**src/rtl/exception_sequencer.sv**
```systemverilog
`default_nettype none
// ============================================================================
//  Module   : exception_sequencer
//  Purpose  : Multi-cycle exception/interrupt controller for the single-cycle
//             MIPS core. It latches the four exception sources into sticky
//             pending bits. It applies a per-source mask and fixed priority.
//             It then sequences entry (EPC capture, vector redirect), handler
//             residency and return (EPC redirect, pending clear).
//  Revision : 1.0 - initial release
// ----------------------------------------------------------------------------
//  Ports
//    clk           in   1   system clock, rising edge
//    reset         in   1   synchronous active-low reset
//    irq_in        in   4   {syscall, invalid, overflow, ext_int}
//    retire        in   1   instruction completes; pc_next valid
//    pc_next       in   DW  resume address the core would load next
//    eret          in   1   return-from-exception decoded
//    mask_we       in   1   mask write strobe
//    mask_wd       in   4   new mask (1 = enabled), irq_in bit order
//    redirect_vec  out  1   core loads vector_pc this cycle
//    redirect_epc  out  1   core loads epc this cycle
//    vector_pc     out  DW  VEC_BASE + cause*VEC_STRIDE
//    epc           out  DW  saved resume address
//    cause         out  2   0 syscall, 1 invalid, 2 overflow, 3 ext_int
//    pending       out  4   sticky pending bits
//    mask          out  4   current mask
//    in_handler    out  1   high in SAVE and HANDLER
// ============================================================================
module exception_sequencer #(
  parameter int            DW         = 32,
  parameter logic [DW-1:0] VEC_BASE   = 32'h0000_0180,
  parameter logic [DW-1:0] VEC_STRIDE = 32'h0000_0010
) (
  input  logic          clk,
  input  logic          reset,
  input  logic [3:0]    irq_in,
  input  logic          retire,
  input  logic [DW-1:0] pc_next,
  input  logic          eret,
  input  logic          mask_we,
  input  logic [3:0]    mask_wd,
  output logic          redirect_vec,
  output logic          redirect_epc,
  output logic [DW-1:0] vector_pc,
  output logic [DW-1:0] epc,
  output logic [1:0]    cause,
  output logic [3:0]    pending,
  output logic [3:0]    mask,
  output logic          in_handler
);

  typedef enum logic [1:0] {
    S_IDLE    = 2'd0,
    S_SAVE    = 2'd1,
    S_HANDLER = 2'd2,
    S_RETURN  = 2'd3
  } state_t;

  state_t        r_state;
  logic [3:0]    r_pending;
  logic [3:0]    r_mask;
  logic [DW-1:0] r_epc;
  logic [1:0]    r_cause;

  logic [3:0]    w_eligible;
  logic [1:0]    w_sel;
  logic [3:0]    w_clr;
  logic [3:0]    w_pending_nxt;

  assign w_eligible = r_pending & r_mask;

  // Cause numbers run opposite to bit order: cause 0 (syscall) is bit 3.
  // The lowest cause number wins, so scan from the top bit down.
  always_comb begin
    w_sel = 2'd3;
    if (w_eligible[3])      w_sel = 2'd0;
    else if (w_eligible[2]) w_sel = 2'd1;
    else if (w_eligible[1]) w_sel = 2'd2;
    else                    w_sel = 2'd3;
  end

  // The serviced bit is cleared only while leaving RETURN. OR-ing irq_in
  // afterwards lets a same-cycle re-assertion win over the clear.
  assign w_clr         = (r_state == S_RETURN) ? (4'b1000 >> r_cause) : 4'b0000;
  assign w_pending_nxt = (r_pending & ~w_clr) | irq_in;

  always_ff @(posedge clk) begin
    if (!reset) begin
      r_state   <= S_IDLE;
      r_pending <= 4'b0000;
      r_mask    <= 4'b1111;
      r_epc     <= '0;
      r_cause   <= 2'd0;
    end else begin
      r_pending <= w_pending_nxt;
      if (mask_we) begin
        r_mask <= mask_wd;
      end
      case (r_state)
        S_IDLE: begin
          // Entry waits for a retiring instruction so pc_next is a valid
          // resume point; otherwise the request just stays pending.
          if ((w_eligible != 4'b0000) && retire) begin
            r_epc   <= pc_next;
            r_cause <= w_sel;
            r_state <= S_SAVE;
          end
        end
        S_SAVE: begin
          r_state <= S_HANDLER;
        end
        S_HANDLER: begin
          // No nesting: new requests only accumulate in pending here.
          if (eret) begin
            r_state <= S_RETURN;
          end
        end
        S_RETURN: begin
          r_state <= S_IDLE;
        end
        default: begin
          r_state <= S_IDLE;
        end
      endcase
    end
  end

  assign redirect_vec = (r_state == S_SAVE);
  assign redirect_epc = (r_state == S_RETURN);
  assign in_handler   = (r_state == S_SAVE) || (r_state == S_HANDLER);
  assign vector_pc    = VEC_BASE + ({{(DW-2){1'b0}}, r_cause} * VEC_STRIDE);
  assign epc          = r_epc;
  assign cause        = r_cause;
  assign pending      = r_pending;
  assign mask         = r_mask;

endmodule
`default_nettype wire

```
**config.mk**
```make
export PLATFORM = sky130hd
export DESIGN_NAME = exception_sequencer
export DESIGN_NICKNAME = d
export VERILOG_FILES = /design/src/rtl/exception_sequencer.sv
export SDC_FILE = /design/constraint.sdc
export NUM_CORES = 1
export LEC_CHECK = 0
export CORE_UTILIZATION = 35
export CTS_CLUSTER_DIAMETER = 100
export DETAILED_ROUTE_END_ITERATION = 10
export PLACE_DENSITY = 0.83
export RECOVER_POWER = 100
export SYNTH_ARGS = -nofsm -noshare
export SYNTH_HDL_FRONTEND = slang
export SYNTH_SLANG_ARGS = --single-unit
export TNS_END_PERCENT = 10
```
**constraint.sdc**
```tcl
create_clock -name clk -period 1.4 [get_ports clk]
set_input_delay 0.21 -clock clk [delete_from_list [all_inputs] [get_ports clk]]
set_output_delay 0.21 -clock clk [all_outputs]
set_load 0.03 [all_outputs]
```
Word-level counts from Yosys, hierarchy flattened --
Cells that the tools add are included.
Storage, ports and cells: register bits after elaboration 44, bits of input ports 45, output and inout port bits 77
Operators by class: add/sub/neg operators 1, equal/unequal tests 5, shift operators 1, mux-type cells 7, bitwise operators 4, reduce and logical (&&, ||, !) cells 6
Operators with widths (number):
- $add A9 B6 Y10 const A | 1
- $and A4 B4 Y4 | 2
- $mux W2 | 4
- $pmux W2 S4 | 1
- $eq A2 B2 Y1 const B | 2
- $mux W4 | 1
- $ne A2 B2 Y1 const B | 2
- $not A4 Y4 | 1
- $or A4 B4 Y4 | 1
- $reduce_and A2 Y1 | 2
- $reduce_bool A4 Y1 | 1
- $shr A4 B2 Y4 const A | 1
- $eq A2 B1 Y1 const B | 1
- $logic_not A2 Y1 | 1
- $logic_and A1 B1 Y1 | 1
- $logic_or A1 B1 Y1 | 1
- $mux W1 | 1

Longest topological paths before layout --
word-level depth 5, gate-level depth with buffers 6

Worst setup path before layout --
Ideal clock, no wire load.
path type reg-to-reg, start register r_pending[2], in the netlist pending[2], end register r_cause[0], in the netlist cause[0], library setup time 0.124 ns, data arrival time 1.309 ns, path slack -0.032 ns, cell stages (with the launch flop) 6, buffers on the path 2, clock period less this slack 1.432 ns, cells stage by stage dfxtp_1 -> a22o_1 -> o211a_1 -> buf_6 -> buf_12 -> mux2i_1
On the way: longest elaborated chain between the ends 4, elaborated cells on any way between the ends 6, classes of those cells 2 x mux; 1 x bitwise; 3 x reduce/logical
Ends and longest elaborated chain:
- start, declared | line 60 | logic [3:0] r_pending;
- start signal, assigned | line 95 | r_pending <= w_pending_nxt;
- $and A4 B4 Y4 * | line 70 | assign w_eligible = r_pending & r_mask;
- $reduce_bool A4 Y1 | line 103 | if ((w_eligible != 4'b0000) && retire) begin
- $logic_and A1 B1 Y1 | line 103
- $reduce_and A2 Y1 (no line)
- end signal, assigned | line 105 | r_cause <= w_sel;
- end, declared | line 63 | logic [1:0] r_cause;
Mark *: on every way between the ends. The rest lies on a longest branch, timed or not. A chain may end at the register's enable or synchronous reset.

Final worst setup path --
start register r_state[1], end output redirect_vec
On the way: longest elaborated chain between the ends 1
Ends and longest elaborated chain:
- start, declared | line 59 | state_t r_state;
- start signal, assigned | line 89 | r_state <= S_IDLE;
- start signal, assigned | line 106 | r_state <= S_SAVE;
- start signal, assigned | line 110 | r_state <= S_HANDLER;
- $eq A2 B1 Y1 | line 128 | assign redirect_vec = (r_state == S_SAVE);
- end, declared | line 42 | output logic redirect_vec,
Every way passes these cells.

==> flow_summary_export.csv <==
group,metric,value,unit
clock_network,path_clk_slew,0.09,ns
clock_network,cts_setup_buffers,0,
clock_network,clkLatencyLatePin,0.29,ns
critical_path,crit_start,"r_state[1]",
final_layout,n_fill_cell,584,
sta,maxClockFrequency,737,MHz
global_routing,first_global_vias,1677,
yosys,sequential_share_of_the_synthesized_area,40.9,%
power,ir_drop,0.857,mV
global_routing,busiest_layer,"met2",
power,leakage,0.00145,uW
global_routing,largest_net_degree_at_the_start_of_global_routing,49,
min_path,hold_path_class,"in -> reg",
min_path,hold_path_depth,3,
final_layout,design.final.nets,379,
global_routing,met1_track_usage_gr,16.7,%
global_routing,grt_usage,14.6,%
critical_path,timing.rr.end,"r_state[0]",
clock_network,cts_buffers,5,
clock_network,cts-root-buf,"sky130_fd_sc_hd__clkbuf_8",
final_layout,n_antenna_cell,0,
sta,setup_repair_after_global_routing_missed_its_margin,"no",
detailed_routing,detailedRoute.firstPassIterationCount,4,
final_layout,area_growth_from_synthesis_to_final_layout,43.6,%
final_layout,post_route_cells_drive_above_1_share,10.0,%
yosys,ys.warnings.count,0,
detailed_routing,drt_drc_violations_left,0,
global_routing,grt.met2_usage,25.1,%
critical_path,worst-endpoint-required,1.19,ns
critical_path,critical_path.max_fanout,4,
final_layout,mostFrequentLayoutCell,"sky130_fd_sc_hd__nand2_1",
yosys,ys_types,24,
critical_path,reg2reg_from,"r_state[1]",
global_routing,grt_use_met3,5.11,%
detailed_routing,viasPerCell,4.30,
clock_network,clock_sink_count,44,
yosys,synth_area_per_cell,9.05,um2
clock_network,cts-htree-levels,2,
clock_network,cts_tree,"yes",
die,core.rowCount,28,
clock_network,cts.path.max_buffers,2,
sta,layout_setup_ws,0.0426,ns
detailed_routing,drt_first_iter_violations,53,
place,dp.cells,397,
detailed_routing,route.final.wire_length,4.42,mm
place,hpwlAfterDp,3.24,mm
yosys,postSynthRegisterBits,44,
final_layout,most-common-layout-cells,"sky130_fd_sc_hd__nand2_1, sky130_fd_sc_hd__dlygate4sd2_1, sky130_fd_sc_hd__clkdlybuf4s50_1",
critical_path,path_depth,4,
detailed_routing,route.detailed.wl_per_inst,10.9,um
die,core_area,0.00592,mm2
critical_path,timing.critical_path.to_type,"primary output",
global_routing,antenna_violations_before_repair,0,
yosys,synthCells,238,
critical_path,critical_path.endpoint,"redirect_vec",
die,die_h,80.5,um
sta,finalCriticalPeriod,1.36,ns
final_layout,post-route-cell-area,0.00309,mm2
critical_path,timing.critical_path.max_delay_family,"flip-flops",
job,total_of_max_cap_violations,0,
critical_path,critPathKind,"reg -> out",
global_routing,grt_first_pass_wirelength,7.29,mm
critical_path,cp_data_arrival_time,1.15,ns
critical_path,critPathLaunchType,"register",
place,gpl_wtd_cong,0.778,
die,ioPinCount,122,
die,dieArea,0.00647,mm2
critical_path,critical_path.n_buffers_inverters,3,
sta,report.final.setup_viol,0,
die,floorplan.die.width,80.5,um
outcome,outcome,"complete, no violations",
place,placement.io_buffers,91,
detailed_routing,detailroute.via_count,1742,
place,dpl_worst_slack,-0.0757,ns
sta,skew,0.0120,ns
critical_path,crit_path_cell_trace,"inv_2, buf_4, ha_4, buf_6",
final_layout,finalNonFillerCells,405,
critical_path,setup.reg_to_reg.worst_slack,0.07,ns
final_layout,final_util,52.3,%
critical_path,cpPeakStageDelay,0.37,ns
sta,final_hold_violation_count,0,
detailed_routing,antenna_violating_nets_post_route,0,
yosys,syn_area,0.00215,mm2
sta,timing.final.crit_share,97.0,%
die,start_util,36.4,%
critical_path,ff2ff_path_depth,5,
global_routing,grt.overflow.total,0,
sta,timing.final.max_slew_violations,0,
critical_path,slowest_stage,"sky130_fd_sc_hd__dfxtp_4",
place,placed_area,0.00303,mm2
power,pwr_density_cell,1440,mW/mm2
-- state kept, by name, summed over array words and instances (netlist names) --
name and count:
cause 2, pending 4, r_state 2, epc 32
mask 4
-- worst min-delay path by stage --
stage                from  endpoint
2_1_floorplan  mask_wd[1]   mask[1]
3_3_place_gp      epc[20]   epc[20]
3_5_place_dp       epc[9]    epc[9]
4_1_cts             reset   mask[3]
5_1_grt             reset   mask[0]
6_report            reset   mask[1]
-- layout make-up --
| type | instances | area [um2] | share of cell area, % |
|---|---|---|---|
| Sequential cell | 44 | 888 | 28.7 |
| Inverter | 3 | 11.3 | 0.364 |
| Timing Repair Buffer | 102 | 962 | 31.1 |
| Tap cell | 75 | 93.8 | 3.03 |
| Multi-Input combinational cell | 173 | 1050 | 34.0 |
| Clock inverter | 3 | 18.8 | 0.607 |
| Clock buffer | 5 | 68.8 | 2.22 |
-- cells in the mapped netlist --
master | instances | share of area [%]
sky130_fd_sc_hd__mux2i_1 | 39 | 18
sky130_fd_sc_hd__and2_2 | 1 | 0.35
sky130_fd_sc_hd__dfxtp_1 | 44 | 41
sky130_fd_sc_hd__or3b_1 | 1 | 0.41
sky130_fd_sc_hd__nor2b_1 | 4 | 1.2
sky130_fd_sc_hd__nand3b_1 | 3 | 1.0
sky130_fd_sc_hd__clkbuf_1 | 8 | 1.4
sky130_fd_sc_hd__buf_12 | 3 | 2.8
sky130_fd_sc_hd__buf_2 | 2 | 0.46
sky130_fd_sc_hd__nand2_1 | 75 | 13
sky130_fd_sc_hd__o211a_1 | 1 | 0.46
sky130_fd_sc_hd__o211ai_1 | 2 | 0.70
sky130_fd_sc_hd__nand2b_1 | 2 | 0.58
sky130_fd_sc_hd__conb_1 | 2 | 0.35
sky130_fd_sc_hd__o2111a_1 | 1 | 0.52
sky130_fd_sc_hd__o311a_1 | 1 | 0.46
sky130_fd_sc_hd__inv_1 | 3 | 0.52
sky130_fd_sc_hd__ha_1 | 5 | 2.9
sky130_fd_sc_hd__nand3_1 | 1 | 0.23
sky130_fd_sc_hd__a22o_1 | 2 | 0.81
sky130_fd_sc_hd__a21oi_1 | 4 | 0.93
sky130_fd_sc_hd__buf_6 | 1 | 0.52
sky130_fd_sc_hd__buf_4 | 32 | 11
sky130_fd_sc_hd__nor2_1 | 1 | 0.17
-- cell families (layout without fill, tap and decap cells) --
group                      after synthesis  after routing  share of synthesized area, %
DFF                                     44             44                          40.9
buffers and inverters                   49            113                          16.8
adders and majority gates                5              5                          2.90
other                                    2             30                         0.349
AOI/OAI and AO/OA                       11             11                          3.89
and+or+nand+nor                         88             88                          17.0
muxes                                   39             39                          18.1
-- worst min-delay path, cell delays in order --
cell and delay, ns:
sky130_fd_sc_hd__buf_2 0.12, sky130_fd_sc_hd__buf_4 0.22, sky130_fd_sc_hd__nand2_1 0.08
-- layer usage --
layer	share of wire (%)	routed length, um
met4	1.4	63
met3	9.5	419
met1	41	1810
met5	0	0
met2	48	2130
-- stage by stage --
step | hold slack (ns) | total power (uW) | setup TNS (ns)
global route | 0.401 | 4750 | 0
floorplan | 0.338 | 3110 | 0
detailed placement | 0.451 | 3770 | -0.792
global placement | 0.441 | 3730 | -0.0636
finish | 0.383 | 4460 | 0
CTS | 0.373 | 4450 | 0
-- power by group --
part	leakage, uW	switching (uW)	internal (uW)
clock network	0.0000479	427	348
registers	0.000362	130	1490
logic	0.00104	1200	874
total	0.00145	1750	2710
-- what timing repair did --
item	4_1_cts	5_1_grt
setup endpoints to repair	48	36
hold buffers	0	0
endpoints found under the hold margin	0	0
resized for setup	49	7
(Power assumes the default switching activity.)
